===== config.mk =====
export PLATFORM = sky130hd
export DESIGN_NAME = ula_ctrl
export DESIGN_NICKNAME = d
export VERILOG_FILES = /design/src/rtl/ula_ctrl.sv
export SDC_FILE = /design/constraint.sdc
export NUM_CORES = 1
export LEC_CHECK = 0
export ABC_AREA = 1
export CORE_MARGIN = 3
export CORE_UTILIZATION = 55
export CTS_BUF_LIST = sky130_fd_sc_hd__clkbuf_4 sky130_fd_sc_hd__clkbuf_8
export CTS_CLUSTER_SIZE = 28
export DETAILED_ROUTE_END_ITERATION = 6
export DONT_BUFFER_PORTS = 1
export PLACE_DENSITY_LB_ADDON = 0.1
export SYNTH_ARGS = -nofsm -noshare
export SYNTH_HDL_FRONTEND = slang
export SYNTH_SLANG_ARGS = --single-unit

===== constraint.sdc =====
create_clock -name clk -period 2.86 [get_ports clk]
set_clock_uncertainty 0.05 [all_clocks]
set_input_delay 0.858 -clock clk [delete_from_list [all_inputs] [get_ports clk]]
set_output_delay 0.858 -clock clk [all_outputs]
set_load 0.01 [all_outputs]

===== src/rtl/ula_ctrl.sv =====
// Command/response controller that drives an external ALU, captures its result and flag,
// cross-checks it against an internal reference and keeps a saturating overflow count.
module ula_ctrl #(
  parameter int unsigned WIDTH = 8
) (
  input  logic             clk,
  input  logic             reset,
  input  logic             cmd_valid,
  output logic             cmd_ready,
  input  logic [1:0]       cmd_op,
  input  logic [WIDTH-1:0] cmd_a,
  input  logic [WIDTH-1:0] cmd_b,
  output logic [WIDTH-1:0] ula_a,
  output logic [WIDTH-1:0] ula_b,
  output logic [1:0]       ula_opcode,
  input  logic [WIDTH-1:0] ula_saida,
  input  logic             ula_flag_o,
  output logic             rsp_valid,
  input  logic             rsp_ready,
  output logic [WIDTH-1:0] rsp_data,
  output logic             rsp_ovf,
  output logic [7:0]       ovf_count,
  output logic             chk_err
);

  typedef enum logic [1:0] {StIdle, StIssue, StResp} state_e;

  localparam logic [1:0] OpAnd = 2'b00;
  localparam logic [1:0] OpOr  = 2'b01;
  localparam logic [1:0] OpAdd = 2'b10;
  localparam logic [1:0] OpSub = 2'b11;

  state_e state_q;

  logic [WIDTH-1:0] sum;
  logic [WIDTH-1:0] diff;
  logic [WIDTH-1:0] exp_data;
  logic             exp_flag;
  logic             mismatch;

  // Reference result, computed from the registered operands the ALU is being driven with.
  always_comb begin
    sum      = ula_a + ula_b;
    diff     = ula_a - ula_b;
    exp_data = '0;
    exp_flag = 1'b0;
    case (ula_opcode)
      OpAnd: exp_data = ula_a & ula_b;
      OpOr:  exp_data = ula_a | ula_b;
      OpAdd: begin
        exp_data = sum;
        exp_flag = (ula_a[WIDTH-1] == ula_b[WIDTH-1]) && (sum[WIDTH-1] != ula_a[WIDTH-1]);
      end
      OpSub: begin
        exp_data = diff;
        exp_flag = (ula_a[WIDTH-1] != ula_b[WIDTH-1]) && (diff[WIDTH-1] != ula_a[WIDTH-1]);
      end
      default: ;
    endcase
    mismatch = (ula_saida != exp_data) || (ula_flag_o != exp_flag);
  end

  always_ff @(posedge clk) begin
    if (reset) begin
      state_q    <= StIdle;
      cmd_ready  <= 1'b1;
      rsp_valid  <= 1'b0;
      rsp_data   <= '0;
      rsp_ovf    <= 1'b0;
      ula_a      <= '0;
      ula_b      <= '0;
      ula_opcode <= OpAnd;
      ovf_count  <= 8'd0;
      chk_err    <= 1'b0;
    end else begin
      case (state_q)
        StIdle: begin
          if (cmd_valid) begin
            ula_a      <= cmd_a;
            ula_b      <= cmd_b;
            ula_opcode <= cmd_op;
            cmd_ready  <= 1'b0;
            state_q    <= StIssue;
          end
        end
        StIssue: begin
          rsp_data  <= ula_saida;
          rsp_ovf   <= ula_flag_o;
          rsp_valid <= 1'b1;
          state_q   <= StResp;
          if (ula_flag_o && (ovf_count != 8'hFF)) begin
            ovf_count <= ovf_count + 8'd1;
          end
          if (mismatch) begin
            chk_err <= 1'b1;
          end
        end
        StResp: begin
          if (rsp_ready) begin
            rsp_valid <= 1'b0;
            cmd_ready <= 1'b1;
            state_q   <= StIdle;
          end
        end
        default: begin
          rsp_valid <= 1'b0;
          cmd_ready <= 1'b1;
          state_q   <= StIdle;
        end
      endcase
    end
  end

endmodule


=== Yosys cells after proc, flatten, opt, wreduce, memory -nomap -nowiden ===
Cells that the tools add are included.

* Output and inout bits: 38
* Word-level logic and storage cells: 53
* Input bits: 31
* Bits in registers: 40

* Muxes and demuxes: 10
* Add/subtract/negate cells: 3
* Bitwise gates (word level): 4
* Eq/ne operators: 14
* Reduce and logical (&&, ||, !) cells: 12

{| class="wikitable"
|+ Operator list
! operator !! count
|-
| 8-bit case mux with 4 select lines || 1
|-
| 2-bit AND reduction || 5
|-
| 8-bit by 1-bit adder with 8-bit output, second input constant || 1
|-
| 8-bit adder || 1
|-
| 8-bit bitwise AND || 1
|-
| 8-bit inequality test || 1
|-
| 8-bit inequality test, second input constant || 1
|-
| 8-bit OR || 1
|-
| 8-bit subtractor || 1
|-
| 2-bit == test, second input constant || 3
|-
| 1-bit case mux with 3 select lines || 2
|-
| 2-bit case mux with 3 select lines || 1
|-
| 2-bit by 1-bit == test with 1-bit output, second input constant || 2
|-
| 2-bit logical NOT || 2
|-
| 2-bit two-way mux || 2
|-
| 1-bit inequality test || 4
|-
| 2-bit inequality test, second input constant || 2
|-
| 1-bit logical AND || 3
|-
| 1-bit two-way mux || 3
|-
| 3-bit AND reduction || 1
|-
| 1-bit inverter || 2
|-
| 1-bit case mux with 2 select lines || 1
|-
| 1-bit == test || 1
|-
| 1-bit logical OR || 1
|}

=== Depth between registers and ports, before layout ===
* Depth in word-level cells: 7
* Mapped depth: 19
* Gate-level depth less buffers: 19

=== Worst setup path before layout ===
Ideal clock, no wire load.

* Path kind: flip-flop to flip-flop
* From: register ula_a[0]
* To: register chk_err
* Clock period less this slack: 2.126 ns
* Cell stages (with the launch flop): 17
* Path slack: 0.734 ns
* Setup time: 0.132 ns
* Required time: 2.678 ns
* Buffers on the path: 0
* Data arrival time: 1.944 ns
* Cell sequence: dfxtp_1 -> inv_1 -> ha_1 -> inv_1 -> fa_1 -> nand2_2 -> nand3_2 -> nand3b_1 -> nand2_1 -> nor2_2 -> nand2_1 -> nor2_1 -> nand2_1 -> nor2_1 -> nand3_1 -> nand2_1 -> a21oi_1

* Cells in the longest elaborated chain, start to end: 7
* Elaborated cells on any way between the ends: 14
* Those cells by class: 2 x add/sub; 4 x eq/ne; 2 x mux; 2 x bitwise; 4 x reduce/logical

{| class="wikitable"
|+ RTL lines
! element !! RTL line !! RTL
|-
| start: declaration || 13 || <nowiki>output logic [WIDTH-1:0] ula_a,</nowiki>
|-
| start signal: assignment || 79 || <nowiki>ula_a <= cmd_a;</nowiki>
|-
| 8-bit subtractor / 8-bit adder (equally long branches) || 44, 43 ||
|-
| 1-bit inequality test (on tied branches) || 56, 52 ||
|-
| 1-bit logical AND (on tied branches) || 56, 52 ||
|-
| 1-bit case mux with 2 select lines || 47 || <nowiki>case (ula_opcode)</nowiki>
|-
| 1-bit inequality test || 60 || <nowiki>mismatch = (ula_saida != exp_data) || (ula_flag_o != exp_flag);</nowiki>
|-
| 1-bit logical OR (*) || 60 ||
|-
| 2-bit AND reduction (no source line) (*) || -- ||
|-
| end signal: assignment || 74 || <nowiki>chk_err <= 1'b0;</nowiki>
|-
| end signal: assignment || 95 || <nowiki>chk_err <= 1'b1;</nowiki>
|-
| end: declaration || 23 || <nowiki>output logic chk_err</nowiki>
|}

Every way passes the cells marked *; elsewhere a longest branch is shown, timed or not.
A chain may end at the register's enable or synchronous reset.

=== Worst setup path in the final report ===
Ends and elaborated chain as after synthesis.

==> flow_summary.ini <==
[outcome]
status = complete, no violations

[cts]
cts_tree = built
clk-insertion-delay-late_ps = 290
cts-root-buf = clkbuf_8
cts_max_path_buffers = 2
postCtsHoldBufs = 0
clock_sinks = 40
cts_setup_buffers = 0
cts_made_buffers = 5
clk_pin_slew_worst_paths_ps = 80
htreeDepth = 2
cts_resized = 0

[worst_setup_path]
critPathKind = reg -> reg
crit_family = simple AND/OR/NAND/NOR gates
worst_path_most_repeated_cell = nand2_1
cp-start-kind = register
crit_fanout = 3
crit_path_end_kind = register
r2r_end = chk_err
r2r_setup_slack_ps = 430
worstReg2RegStart = ula_a[0]
crit_buf_inv = 2
worstPathRequired_ps = 3000
r2r_cells = 16
path_cells = inv_1, ha_1, inv_1, fa_1, nand2_2, nand3_2, nand3b_1, nand2_1, nor2_2, nand2_1, nor2_1, nand2_1, nor2_1, nand3_1, nand2_1, a21oi_1
cpMaxStageDelayCell = dfxtp_1
worstPathArrival_ps = 2560
critPathMaxStageDelay_ps = 430

[power]
p_leak_uw = 0.00138
p_per_area_nw_per_um2 = 495
ir_drop_mv = 0.282
finalPower_uw = 1420

[global_routing]
grt_pass1_wl_um = 11000
antenna_found_initial = 0
track_usage_pct = 22.9
gr-total-overflow = 0
first_global_vias = 2447
grt_start_max_net_pins = 22

[sta]
maxSlewHeadroom_pct = 56.2
min_period_ps = 2430
clock.fmax_mhz = 412
drv_slew = 0
hold_viol = 0
setup_viol = 0
rsz0062_at_grt = no
finalCritPeriodShare_pct = 84.8
tightest_slew_ps = 656
tns_ps = 0

[synth]
ys_seq_elements = 40
synth.distinct_cells = 33
synth_fp_nets = 480
yosys.area_share.simple_pct = 32.9
synth_fa_ha_area_share_pct = 12.8
syn_area_sq_um = 2760
synth-warning-count = 0
synth-xor-area-share_pct = 0.317
synth_top_family_by_area = simple AND/OR/NAND/NOR gates
synth_compound_area_share_pct = 13.3
yosysSeqAreaShare_pct = 29.0
syn_avg_cell_area_sq_um = 6.54
synthCells = 422
muxShareOfSynthArea_pct = 0

[min_path]
hold_path_depth = 2
holdCritPathClass = reg -> reg
min_to = chk_err
min_from = chk_err

[route]
routed-via-count = 2526
drc = 0
post_drt_wl_per_cell_um = 13.2
firstDrtPassIters = 5
vias_per_cell = 5.21
ant_nets = 0
first_iter_violations = 165
wl_um = 6410

[floorplan]
rows = 25
die_y_um = 76.9
coreArea_sq_um = 4790
die-area_sq_um = 5910
io_pins = 69
initial_utilization_pct = 57.7
dieWidth_um = 76.9

[placed_design]
dp_hpwl_um = 5050
io_buffers = 0
gp_congestion = 0.865

[cells_and_area]
num_antenna_cells = 0
syn_to_final_growth_pct = 4.12
nets = 476
drive_gt1_share_pct = 6.70

[run]
max_cap_violations = 0
-- worst reg2reg max path, delay by kind of cell (launching register included) --
kind            cells  cell delay (ps)
buf+inv             2              220
flops               1              430
fa+ha+maj           2              640
simple gates       11              930
compound gates      1               50
-- metrics by stage --
stage | instances | setup WS (ps) | area [sq um] | hold slack, ps | utilization (%)
after floorplan | 422 | 734 | 2760 | 424 | -
after global placement | 478 | 508 | 2790 | 448 | 58.4
after detailed placement | 478 | 465 | 2790 | 443 | 58.4
after CTS | 485 | 446 | 2880 | 455 | 60.1
after global routing | 485 | 222 | 2880 | 486 | 60.1
final | 485 | 434 | 2880 | 453 | 60.1
-- per-layer routing --
metal | up-vias | GRT usage (%) | share of wire (%)
li1 | 1337 | - | -
met1 | 1106 | 28.7 | 47
met2 | 76 | 37.2 | 44
met3 | 7 | 8.22 | 8.0
met4 | 0 | 5.80 | 1.3
met5 | - | 0 | 0
-- layout make-up --
| cell class | count | area [sq um] |
|---|---|---|
| sequential | 40 | 801 |
| clock buffer | 5 | 68.8 |
| inverter | 66 | 249 |
| fill | 504 | 1910 |
| tap | 67 | 83.8 |
| multi-input combinational | 302 | 1640 |
| clock inverter | 2 | 12.5 |
| timing repair buffer | 3 | 22.5 |
-- synthesized netlist by cell type (all sizes together) --
| master | number | area, sq um |
|---|---|---|
| nand2 | 95 | 364 |
| inv | 65 | 244 |
| nor2 | 48 | 208 |
| nand3 | 44 | 225 |
| dfxtp | 40 | 801 |
| a21oi | 37 | 189 |
| o21ai | 30 | 150 |
| ha | 25 | 313 |
| buf | 7 | 47.5 |
| clkbuf | 7 | 26.3 |
| nand3b | 6 | 45.0 |
| nand4 | 5 | 31.3 |
| fa | 2 | 40.0 |
| nor3 | 2 | 15.0 |
| a211oi | 1 | 7.51 |
| and2 | 1 | 6.26 |
| and3 | 1 | 6.26 |
| clkinv | 1 | 5.00 |
| nor3b | 1 | 7.51 |
| o21a | 1 | 7.51 |
| o21bai | 1 | 7.51 |
| o22ai | 1 | 6.26 |
| xor2 | 1 | 8.76 |
-- how the worst max path moves through the flow --
stage	startpoint	slack [ps]	to	cells past startpoint
after CTS	ula_a[0]	450	chk_err	16
after global placement	ula_a[0]	510	chk_err	16
after global routing	ula_a[0]	220	chk_err	16
after detailed placement	ula_a[0]	470	chk_err	16
after floorplan	ula_a[0]	730	chk_err	16
final	ula_a[0]	430	chk_err	16
-- where the power goes --
group          total, uW  switching (uW)  internal (uW)  leakage, uW
clock network        365             199            165    0.0000400
logic                401             260            141      0.00101
registers            657            61.5            596     0.000329
total               1420             520            902      0.00138
-- flip-flops by register name, summed over array words and instances (netlist names) --
register	cells
cmd_ready	1
ula_b	8
chk_err	1
ula_opcode	2
ovf_count	8
rsp_data	8
ula_a	8
rsp_valid	1
state_q	2
rsp_ovf	1
-- layout by cell type, fill, tap and decap left out, drive strengths merged, types with 2 or more instances in the layout --
cell type / instances
a21oi: 37
buf: 3
clkbuf: 5
clkinv: 2
dfxtp: 40
fa: 2
ha: 25
inv: 65
nand2: 95
nand3: 44
nand3b: 6
nand4: 5
nor2: 48
nor3: 2
o21ai: 30
-- kinds of logic (layout without fill, tap and decap cells) --
group                      Yosys count  after routing
buffers and inverters               80             76
and+or+nand+nor                    203            203
DFF                                 40             40
adders and majority gates           27             27
xor gates and xnor gates             1              1
AOI/OAI and AO/OA                   71             71
Power figures use the tool's default switching activity.
